**config.mk**
```make
export PLATFORM = sky130hd
export DESIGN_NAME = irq_priority_arbiter_flat
export DESIGN_NICKNAME = d
export VERILOG_FILES = /design/src/rtl/irq_pkg.sv /design/src/rtl/irq_priority_arbiter_if.sv /design/src/rtl/irq_gateway.sv /design/src/rtl/irq_priority_arbiter.sv /design/src/flat_wrapper.sv
export SDC_FILE = /design/constraint.sdc
export NUM_CORES = 1
export LEC_CHECK = 0
export CAP_MARGIN = 20
export CORE_AREA = 2 2 84 147
export CTS_CLUSTER_SIZE = 20
export DETAILED_ROUTE_END_ITERATION = 12
export DIE_AREA = 0 0 86 149
export SLEW_MARGIN = 20
export SYNTH_ARGS = -nofsm -noshare
export SYNTH_HDL_FRONTEND = slang
export SYNTH_SLANG_ARGS = --single-unit
```
**constraint.sdc**
```tcl
create_clock -name i_clk -period 13.4 [get_ports i_clk]
set_input_delay 2.68 -clock i_clk [delete_from_list [all_inputs] [get_ports i_clk]]
set_output_delay 2.68 -clock i_clk [all_outputs]
set_load 0.01 [all_outputs]
```
**src/rtl/irq_pkg.sv**
```systemverilog
// Shared types and constants for the external-interrupt priority arbiter.
// The IRQ_EDGE_EN build option is consumed in irq_gateway.
package irq_pkg;

    typedef enum logic [1:0] {
        GW_IDLE       = 2'd0,
        GW_PENDING    = 2'd1,
        GW_IN_SERVICE = 2'd2
    } gw_state_t;

    typedef enum logic [1:0] {
        CFG_PRIO = 2'd0,
        CFG_EN   = 2'd1,
        CFG_THR  = 2'd2,
        CFG_RSVD = 2'd3
    } cfg_sel_t;

    // mcause code the trap controller reports for a machine external interrupt
    localparam logic [3:0] MCAUSE_MEI = 4'b1011;

endpackage

```
**src/rtl/irq_priority_arbiter_if.sv**
```systemverilog
// Bundle of source, config, claim/complete and status signals between the
// trap handler side (master) and the arbiter (slave).
interface irq_priority_arbiter_if #(
    parameter int N_SRC  = 8,
    parameter int PRIO_W = 3,
    parameter int ID_W   = $clog2(N_SRC + 1)
);
    logic [N_SRC-1:0]  i_src_irq;
    logic              i_cfg_we;
    logic [1:0]        i_cfg_sel;
    logic [ID_W-1:0]   i_cfg_idx;
    logic [PRIO_W-1:0] i_cfg_wdata;
    logic              i_claim;
    logic              o_claim_vld;
    logic [ID_W-1:0]   o_claim_id;
    logic              i_complete;
    logic [ID_W-1:0]   i_complete_id;
    logic              o_meip;
    logic [ID_W-1:0]   o_best_id;

    modport master (
        output i_src_irq, i_cfg_we, i_cfg_sel, i_cfg_idx, i_cfg_wdata,
        output i_claim, i_complete, i_complete_id,
        input  o_claim_vld, o_claim_id, o_meip, o_best_id
    );

    modport slave (
        input  i_src_irq, i_cfg_we, i_cfg_sel, i_cfg_idx, i_cfg_wdata,
        input  i_claim, i_complete, i_complete_id,
        output o_claim_vld, o_claim_id, o_meip, o_best_id
    );
endinterface

```
**src/rtl/irq_gateway.sv**
```systemverilog
// Per-source pending/in-service gateway. Level-triggered by default;
// define IRQ_EDGE_EN for rising-edge requests with a 1-deep "again" flag.
module irq_gateway
    import irq_pkg::*;
(
    input  logic      i_clk,
    input  logic      i_rst_n,
    input  logic      i_req,
    input  logic      i_claim_hit,
    input  logic      i_complete_hit,
    output gw_state_t o_state
);

`ifdef IRQ_EDGE_EN
    logic req_q;
    logic again;
    logic req_edge;

    assign req_edge = i_req & ~req_q;

    always_ff @(posedge i_clk) begin
        if (!i_rst_n) begin
            o_state <= GW_IDLE;
            req_q   <= 1'b0;
            again   <= 1'b0;
        end else begin
            req_q <= i_req;
            case (o_state)
                GW_IDLE:       if (req_edge) o_state <= GW_PENDING;
                GW_PENDING:    if (i_claim_hit) o_state <= GW_IN_SERVICE;
                GW_IN_SERVICE: begin
                    // an edge coinciding with complete counts as the re-arm
                    if (i_complete_hit) begin
                        o_state <= (again | req_edge) ? GW_PENDING : GW_IDLE;
                        again   <= 1'b0;
                    end else if (req_edge) begin
                        again <= 1'b1;
                    end
                end
                default:       o_state <= GW_IDLE;
            endcase
        end
    end
`else
    always_ff @(posedge i_clk) begin
        // NOTE: state registers use non-blocking assignments so every flop
        // samples pre-edge values regardless of block ordering.
        if (!i_rst_n) begin
            o_state <= GW_IDLE;
        end else begin
            case (o_state)
                GW_IDLE:       if (i_req) o_state <= GW_PENDING;
                GW_PENDING:    if (i_claim_hit) o_state <= GW_IN_SERVICE;
                GW_IN_SERVICE: if (i_complete_hit) o_state <= GW_IDLE;
                default:       o_state <= GW_IDLE;
            endcase
        end
    end
`endif

endmodule

```
**src/rtl/irq_priority_arbiter.sv**
```systemverilog
// PLIC-lite priority arbiter: config registers, per-source gateways, priority
// tree, registered winner/meip and claim response. Build option: IRQ_EDGE_EN.
module irq_priority_arbiter
    import irq_pkg::*;
#(
    parameter int N_SRC  = 8,
    parameter int PRIO_W = 3
) (
    input  logic                  i_clk,
    input  logic                  i_rst_n,
    irq_priority_arbiter_if.slave bus
);
    localparam int ID_W = $clog2(N_SRC + 1);

    logic [PRIO_W-1:0] prio [N_SRC];
    logic [N_SRC-1:0]  en;
    logic [PRIO_W-1:0] thr;

    gw_state_t         gw_state [N_SRC];
    logic [N_SRC-1:0]  eligible;
    logic [N_SRC-1:0]  claim_hit;
    logic [N_SRC-1:0]  complete_hit;

    logic [PRIO_W-1:0] win_prio;
    logic [ID_W-1:0]   win_id;
    logic [ID_W-1:0]   best_id_q;
    logic              meip_q;
    logic              claim_vld_q;
    logic [ID_W-1:0]   claim_id_q;
    logic              claim_accept;

    // a claim pulse arriving during the response cycle is dropped
    assign claim_accept = bus.i_claim & ~claim_vld_q;

    always_ff @(posedge i_clk) begin
        // NOTE: the config array is reset as well: it is software-visible
        // state that must read back as zero, not a data buffer.
        if (!i_rst_n) begin
            for (int k = 0; k < N_SRC; k++) prio[k] <= '0;
            en  <= '0;
            thr <= '0;
        end else if (bus.i_cfg_we) begin
            for (int k = 0; k < N_SRC; k++) begin
                if (bus.i_cfg_idx == ID_W'(k + 1)) begin
                    if (bus.i_cfg_sel == CFG_PRIO) prio[k] <= bus.i_cfg_wdata;
                    if (bus.i_cfg_sel == CFG_EN)   en[k]   <= bus.i_cfg_wdata[0];
                end
            end
            if (bus.i_cfg_sel == CFG_THR) thr <= bus.i_cfg_wdata;
        end
    end

    for (genvar k = 0; k < N_SRC; k++) begin : g_src
        assign claim_hit[k]    = claim_accept & (best_id_q == ID_W'(k + 1));
        assign complete_hit[k] = bus.i_complete & (bus.i_complete_id == ID_W'(k + 1));
        assign eligible[k]     = (gw_state[k] == GW_PENDING) & en[k] & (prio[k] > thr);

        irq_gateway u_gw (
            .i_clk          (i_clk),
            .i_rst_n        (i_rst_n),
            .i_req          (bus.i_src_irq[k]),
            .i_claim_hit    (claim_hit[k]),
            .i_complete_hit (complete_hit[k]),
            .o_state        (gw_state[k])
        );
    end

    always_comb begin
        // NOTE: defaults first so no path through the loop leaves a latch.
        win_prio = '0;
        win_id   = '0;
        // strict '>' keeps the lowest id on equal priority
        for (int k = 0; k < N_SRC; k++) begin
            if (eligible[k] && (prio[k] > win_prio)) begin
                win_prio = prio[k];
                win_id   = ID_W'(k + 1);
            end
        end
    end

    always_ff @(posedge i_clk) begin
        if (!i_rst_n) begin
            best_id_q   <= '0;
            meip_q      <= 1'b0;
            claim_vld_q <= 1'b0;
            claim_id_q  <= '0;
        end else begin
            best_id_q   <= win_id;
            meip_q      <= (win_id != '0);
            claim_vld_q <= claim_accept;
            claim_id_q  <= claim_accept ? best_id_q : '0;
        end
    end

    assign bus.o_best_id   = best_id_q;
    assign bus.o_meip      = meip_q;
    assign bus.o_claim_vld = claim_vld_q;
    assign bus.o_claim_id  = claim_id_q;

endmodule

```
**src/flat_wrapper.sv**
```systemverilog
// flat-port wrapper written by rule: the top's interface ports become plain ports
module irq_priority_arbiter_flat import irq_pkg::*;
#(
    parameter int N_SRC  = 8,
    parameter int PRIO_W = 3
)
  (i_clk, i_rst_n, bus_i_src_irq, bus_i_cfg_we, bus_i_cfg_sel, bus_i_cfg_idx, bus_i_cfg_wdata, bus_i_claim, bus_i_complete, bus_i_complete_id, bus_o_claim_vld, bus_o_claim_id, bus_o_meip, bus_o_best_id);
  irq_priority_arbiter_if #(.N_SRC(N_SRC), .PRIO_W(PRIO_W)) bus_i ();
  input  logic i_clk;
  input  logic i_rst_n;
  input wire logic [$bits(bus_i.i_src_irq)-1:0] bus_i_src_irq;
  input wire logic [$bits(bus_i.i_cfg_we)-1:0] bus_i_cfg_we;
  input wire logic [$bits(bus_i.i_cfg_sel)-1:0] bus_i_cfg_sel;
  input wire logic [$bits(bus_i.i_cfg_idx)-1:0] bus_i_cfg_idx;
  input wire logic [$bits(bus_i.i_cfg_wdata)-1:0] bus_i_cfg_wdata;
  input wire logic [$bits(bus_i.i_claim)-1:0] bus_i_claim;
  input wire logic [$bits(bus_i.i_complete)-1:0] bus_i_complete;
  input wire logic [$bits(bus_i.i_complete_id)-1:0] bus_i_complete_id;
  output wire logic [$bits(bus_i.o_claim_vld)-1:0] bus_o_claim_vld;
  output wire logic [$bits(bus_i.o_claim_id)-1:0] bus_o_claim_id;
  output wire logic [$bits(bus_i.o_meip)-1:0] bus_o_meip;
  output wire logic [$bits(bus_i.o_best_id)-1:0] bus_o_best_id;
  assign bus_i.i_src_irq = bus_i_src_irq;
  assign bus_i.i_cfg_we = bus_i_cfg_we;
  assign bus_i.i_cfg_sel = bus_i_cfg_sel;
  assign bus_i.i_cfg_idx = bus_i_cfg_idx;
  assign bus_i.i_cfg_wdata = bus_i_cfg_wdata;
  assign bus_i.i_claim = bus_i_claim;
  assign bus_i.i_complete = bus_i_complete;
  assign bus_i.i_complete_id = bus_i_complete_id;
  assign bus_o_claim_vld = bus_i.o_claim_vld;
  assign bus_o_claim_id = bus_i.o_claim_id;
  assign bus_o_meip = bus_i.o_meip;
  assign bus_o_best_id = bus_i.o_best_id;
  irq_priority_arbiter #(.N_SRC(N_SRC), .PRIO_W(PRIO_W)) u_core (.i_clk(i_clk), .i_rst_n(i_rst_n), .bus(bus_i));
endmodule
```
==> results of run 1 <==
-- worst max-delay path, delay by kind of cell, from the launching register on --
kind	cells	cell delay, ps
AO/OA/AOI/OAI	14	3580
AND/OR/NAND/NOR	18	2620
adder cells (fa/ha/maj)	8	2540
multiplexers	4	1450
buffers and inverters	4	420
flip-flops	1	330
-- stage by stage --
stage	total power [mW]	std cells	cell area [µm²]	worst slack [ps]	hold WS (ps)
after floorplan	0.240	424	3880	3820	422
after global placement	0.258	584	4350	2710	434
after detailed placement	0.261	584	4350	2350	448
after CTS	0.503	600	4670	2310	452
after global routing	0.519	600	4680	1370	459
final	0.498	600	4680	2280	454
-- Yosys cell counts (3+ instances only) --
cell type,number,area (µm²)
nor2_1,53,199
ha_1,41,513
dfxtp_1,37,741
nand2_1,36,135
inv_1,25,93.8
edfxtp_1,24,721
nand3_1,23,115
a21oi_1,21,105
nand3b_1,20,150
mux2i_1,13,130
o21ai_0,13,65.1
clkbuf_1,11,41.3
nor2b_1,10,62.6
and3_1,9,56.3
nor3_1,9,45.0
a31oi_1,6,37.5
nand4b_1,6,52.6
nor3b_1,6,45.0
nand2b_1,4,25.0
a2111oi_0,3,26.3
mux2_2,3,33.8
mux2_4,3,45.0
o21a_1,3,22.5
or2_2,3,18.8
-- worst paths after layout --
kind,end,slack (ps)
setup / recovery,u_core.bus.o_meip$_SDFF_PN0_,2280
hold / removal,u_core.g_src[0].u_gw.o_state[0]$_SDFFE_PN0P_,450
setup reg to reg,u_core.bus.o_meip$_SDFF_PN0_,2280
hold reg to reg,u_core.g_src[0].u_gw.o_state[0]$_SDFFE_PN0P_,450
-- state kept, by name, indices dropped and copies added, names as in the netlist --
name                       count
u_core.bus.o_claim_id          4
u_core.g_src.u_gw.o_state     16
u_core.bus.o_best_id           4
u_core.bus.o_claim_vld         1
u_core.bus.o_meip              1
u_core.thr                     3
u_core.prio                   24
u_core.en                      8
-- where the power goes --
group          switching (mW)  total (mW)  internal, mW
sequential            0.00687       0.207         0.200
combinational          0.0277      0.0501        0.0224
clock                  0.0799       0.241         0.161
-- cells by family after synthesis --
kind of cell,count (synthesis),share of synthesized area [%]
simple gates,192,26.3
mux,19,5.38
buf+inv,37,3.68
fa+ha+maj,41,13.2
flops,61,37.7
compound gates,74,13.8
-- cells in the final DEF (no fill, tap or decap), types with 10 or more instances in the layout --
master           instances
edfxtp_1                24
nor2b_1                 10
a21oi_1                 21
nand3b_1                20
nand3_1                 23
nand2_1                 36
dfxtp_1                 37
ha_1                    41
o21ai_0                 13
inv_1                   25
clkdlybuf4s50_1         35
nor2_1                  53
mux2i_1                 13
-- layout make-up --
| type | instances | area (µm²) | area share, % |
|---|---|---|---|
| timing repair buffer | 35 | 350 | 7.49 |
| clock buffer | 9 | 225 | 4.82 |
| sequential | 61 | 1460 | 31.3 |
| multi-input combinational | 326 | 2280 | 48.8 |
| inverter | 25 | 93.8 | 2.01 |
| clock inverter | 7 | 90.1 | 1.93 |
| tap | 137 | 171 | 3.67 |
-- routing by layer --
| metal | up-vias | wire length [µm] | global-route usage (%) |
|---|---|---|---|
| met4 | 0 | 496 | 11.0 |
| met1 | 1587 | 3770 | 16.5 |
| met5 | - | 0 | 0 |
| met3 | 28 | 200 | 2.21 |
| met2 | 62 | 5550 | 30.8 |
| li1 | 1623 | - | - |
==> impl_metrics.env, run 1 <==
export IMPL_fin_setup_tns_ps=0
export IMPL_antenna_cells=0
export IMPL_wl_per_cell_um=16.7
export IMPL_setup_viol=0
export IMPL_dp_hpwl_mm=8.08
export IMPL_die_y_um=149
export IMPL_status="finished, final reports clean"
export IMPL_utilization_pct=39.8
export IMPL_synth_area_um2=3880
export IMPL_die_area_um2=12800
export IMPL_cp_arrival_ps=11280
export IMPL_worstReg2RegStart="u_core.thr[2]$_SDFFE_PN0P_"
export IMPL_avgSynthCellArea_um2=9.15
export IMPL_design_portCount=36
export IMPL_ctsResizeCount=0
export IMPL_yosys_warnings=0
export IMPL_area_delta_synth_final_pct=20.5
export IMPL_fmax_ghz=0.0899
export IMPL_grt_pass1_wl_mm=16.3
export IMPL_drive_above_1_share_pct=8.42
export IMPL_grt_max_degree=31
export IMPL_ys_seq_area_share_pct=37.7
export IMPL_cts_setup_buffers=0
export IMPL_avgViaCountPerCell=5.50
export IMPL_worst_pin_slew_ps=946
export IMPL_p_per_area_nw_per_um2=107
export IMPL_path_class="reg2reg"
export IMPL_start_util_pct=33.1
export IMPL_drc=0
export IMPL_grt_overflow_total=0
export IMPL_vdd_drop_max_mv=0.0694
export IMPL_reg2reg_depth=48
export IMPL_finalHoldViolations=0
export IMPL_vias=3300
export IMPL_slowest_stage="o2111ai_1"
export IMPL_start_kind="flop"
export IMPL_fin_crit_ps=11120
export IMPL_hold_class="reg2reg"
export IMPL_cp_end_kind="flop"
export IMPL_gp_congestion=0.880
export IMPL_die_x_um=86
export IMPL_root_buffer="clkbuf_16"
export IMPL_syn_inst=424
export IMPL_p_leak_nw=1.85
export IMPL_htreeDepth=3
export IMPL_worstSetupStartpoint="u_core.thr[2]$_SDFFE_PN0P_"
export IMPL_synth_edf_count=24
export IMPL_relSlewSlack_pct=36.9
export IMPL_synth_net_count=491
export IMPL_rsz0062_at_grt="false"
export IMPL_final_nets=525
export IMPL_clk_pin_slew_ps=50
export IMPL_coreArea_um2=11700
export IMPL_wl_mm=10.0
export IMPL_cts_buffer_depth=2
export IMPL_drt_iter0_drc=112
export IMPL_clk_latency_ps=330
export IMPL_cts_tree="done"
export IMPL_path_max_fanout=11
export IMPL_grt_antenna_before_repair=0
export IMPL_drtPass1Iterations=4
export IMPL_grt_pass1_vias=3340
export IMPL_synth_main_ff_cell="dfxtp_1"
export IMPL_hold_start="u_core.g_src[0].u_gw.o_state[1]$_SDFFE_PN0P_"
export IMPL_critPathRequiredTime_ps=13560
export IMPL_core_rowCount=53
export IMPL_finalCritPeriodShare_pct=83.0
export IMPL_fillers=1144
export IMPL_cts_sinks=61
export IMPL_holdPathStages=1
export IMPL_slew_violations=0
export IMPL_port_buffers=35
export IMPL_cts_buffers=9
export IMPL_yosysUniqueCellTypes=59
export IMPL_max_cap_violations=0
export IMPL_ctsHoldBuffers=0
export IMPL_cpMostUsedCell="ha_1"
export IMPL_grt_usage_pct=16.5
export IMPL_finClkSkew_ps=5.46
export IMPL_antenna_left=0
export IMPL_async_reset_ff_share_pct=0
export IMPL_ys_seq_elements=61
export IMPL_critPathMaxStageDelay_ps=640
Power figures use the tool's default switching activity.
==> run 2, diff against run 1 <==
==> constraint.sdc (replaced) <==
create_clock -name i_clk -period 9.8 [get_ports i_clk]
set_input_delay 1.96 -clock i_clk [delete_from_list [all_inputs] [get_ports i_clk]]
set_output_delay 1.96 -clock i_clk [all_outputs]
set_load 0.01 [all_outputs]
==> run 2 against run 1 <==
Via count up 2.8%. Worst hold slack worse by 0.85 ps. Final area up 10%. Sequential share of layout area down 2.8 points. Core utilization up 4.0 points. Sequential power up 37%. Clock skew up 2.9 ps. Wire length up 8.3%.
==> impl_metrics.env, run 2 (synthesis results as in run 1) <==
export IMPL_cts_sinks=61
export IMPL_pwr_share_seq_pct=43.2
export IMPL_core_rowCount=53
export IMPL_hold_class="reg2reg"
export IMPL_drive_above_1_share_pct=21.6
export IMPL_start_util_pct=33.1
export IMPL_path_class="reg2reg"
export IMPL_design_portCount=36
export IMPL_path_max_fanout=8
export IMPL_top_register="u_core.prio"
export IMPL_p_sw_mw=0.173
export IMPL_p_per_area_nw_per_um2=128
export IMPL_worstReg2RegStart="u_core.prio[0][2]$_SDFFCE_PN0P_"
export IMPL_critPathRequiredTime_ps=9960
export IMPL_setup_viol=0
export IMPL_fin_crit_ps=9480
export IMPL_worst_pin_slew_ps=950
export IMPL_rrSetupSlack_ps=320
export IMPL_slew_violations=0
export IMPL_clk_pin_slew_ps=60
export IMPL_fillers=1099
export IMPL_holdPathStages=1
export IMPL_port_buffers=35
export IMPL_wl_per_cell_um=17.3
export IMPL_htreeDepth=3
export IMPL_cts_buffer_depth=2
export IMPL_cp_arrival_ps=9640
export IMPL_vdd_drop_max_mv=0.111
export IMPL_p_comb_share_pct=12.7
export IMPL_gp_congestion=0.908
export IMPL_switching_share_pct=26.4
export IMPL_cpMostUsedCell="ha_4"
export IMPL_clk_latency_ps=340
export IMPL_internal_power_mw=0.483
export IMPL_reg_largest_list="u_core.prio: 24 flops, u_core.g_src.u_gw.o_state: 16 flops, u_core.en: 8 flops"
export IMPL_timing_rr_end="u_core.bus.o_meip$_SDFF_PN0_"
export IMPL_finalCritPeriodShare_pct=96.7
export IMPL_drc=0
export IMPL_final_nets=552
export IMPL_grt_antenna_before_repair=0
export IMPL_start_kind="flop"
export IMPL_largest_reg_flops=24
export IMPL_wl_mm=10.8
export IMPL_die_y_um=149
export IMPL_layout_cells_non_filler=627
export IMPL_seqCellArea_um2=1460
export IMPL_hold_start="u_core.g_src[5].u_gw.o_state[1]$_SDFFE_PN0P_"
export IMPL_die_x_um=86
export IMPL_critPathMaxStageDelay_ps=420
export IMPL_avgViaCountPerCell=5.41
export IMPL_grt_usage_pct=16.9
export IMPL_fmax_ghz=0.106
export IMPL_p_leak_nw=1.98
export IMPL_vias=3394
export IMPL_relSlewSlack_pct=36.6
export IMPL_cts_tree="done"
export IMPL_grt_max_degree=31
export IMPL_max_cap_violations=0
export IMPL_antenna_cells=0
export IMPL_finClkSkew_ps=8.35
export IMPL_antenna_left=0
export IMPL_multi_input_area_um2=2580
export IMPL_dp_hpwl_mm=8.36
export IMPL_status="finished, final reports clean"
export IMPL_ctsHoldBuffers=0
export IMPL_reg2reg_depth=49
export IMPL_mostFrequentLayoutCell="nor2_1"
export IMPL_area_delta_synth_final_pct=32.5
export IMPL_worstHoldEndpoint="u_core.g_src[5].u_gw.o_state[0]$_SDFFE_PN0P_"
export IMPL_finalHoldViolations=0
export IMPL_grt_pass1_vias=3506
export IMPL_root_buffer="clkbuf_16"
export IMPL_grt_overflow_total=0
export IMPL_coreArea_um2=11700
export IMPL_dp_cells=595
export IMPL_drtPass1Iterations=4
export IMPL_cts_buffers=9
export IMPL_drt_iter0_drc=129
export IMPL_slowest_stage="edfxtp_1"
export IMPL_cp_end_kind="flop"
export IMPL_die_area_um2=12800
export IMPL_final_cell_mix="nor2_1 (49), dfxtp_1 (37), nand2_1 (35), clkdlybuf4s50_1 (35), ha_1 (32)"
export IMPL_p_total_mw=0.656
export IMPL_grt_pass1_wl_mm=16.7
export IMPL_clockPowerShare_pct=44.2
==> run 2: cell count changes in the layout (fill, tap and decap cells not counted), moves of 4 or more <==
cell	before	now
buf_4	0	26
and3_1	9	5
nor2_1	53	49
ha_1	41	32
ha_4	0	8
and3_4	0	4
==> run 2: area by class of cell <==
type                            count  area share [%]
Multi-Input combinational cell    326            50.3
Sequential cell                    61            28.4
Timing Repair Buffer               62            10.8
Clock buffer                        9            4.38
Tap cell                          137            3.33
Inverter                           25            1.83
Clock inverter                      7           0.925
==> run 2: per-layer routing <==
metal | up-vias | global-route usage (%) | wire length, µm
li1 | 1674 | - | -
met5 | - | 0 | 0
met1 | 1616 | 16.3 | 3950
met3 | 32 | 2.10 | 268
met2 | 72 | 32.9 | 6120
met4 | 0 | 10.3 | 507
==> run 2: per-stage QoR <==
stage	area, µm²	hold WS, ps	utilization [%]	worst slack, ps	setup TNS, ps
6_report	5140	453	43.8	322	0
5_1_grt	5140	469	43.8	-91.3	-91.3
2_1_floorplan	3880	422	-	217	0
4_1_cts	4750	454	40.4	16.7	0
3_5_place_dp	4440	447	37.8	-275	-843
3_3_place_gp	4440	445	37.8	72.5	0
==> run 2: power groups by stage <==
stage                     registers, mW  logic [mW]  clock network (mW)
after global routing              0.284      0.0925               0.304
after global placement            0.287      0.0673                   0
after detailed placement          0.287      0.0700                   0
after floorplan                   0.285      0.0433                   0
final                             0.283      0.0831               0.289
after CTS                         0.282      0.0714               0.294
==> run 2: critical path: cells and delay by family, from the launching register on <==
kind	cells	cell delay, ps
multiplexers	3	1000
AND/OR/NAND/NOR	16	2180
buffers and inverters	3	370
adder cells (fa/ha/maj)	8	2090
flip-flops	1	420
AO/OA/AOI/OAI	19	3220
==> run 2: worst max-delay path by stage <==
stage	start	to	cells after the start
CTS	u_core.prio[0][2]$_SDFFCE_PN0P_	u_core.bus.o_meip$_SDFF_PN0_	49
global placement	u_core.prio[0][2]$_SDFFCE_PN0P_	u_core.bus.o_meip$_SDFF_PN0_	50
detailed placement	u_core.prio[0][2]$_SDFFCE_PN0P_	u_core.bus.o_meip$_SDFF_PN0_	51
floorplan	u_core.thr[2]$_SDFFE_PN0P_	u_core.bus.o_meip$_SDFF_PN0_	50
global route	u_core.prio[0][1]$_SDFFCE_PN0P_	u_core.bus.o_meip$_SDFF_PN0_	50
finish	u_core.prio[0][2]$_SDFFCE_PN0P_	u_core.bus.o_meip$_SDFF_PN0_	49
==> run 2: timing repair <==
action                                  4_1_cts  5_1_grt
pin swaps                                     4       38
gates cloned                                  0        0
resized for setup                             6       49
buffers inserted                              2       14
endpoints found under the setup margin        5        5
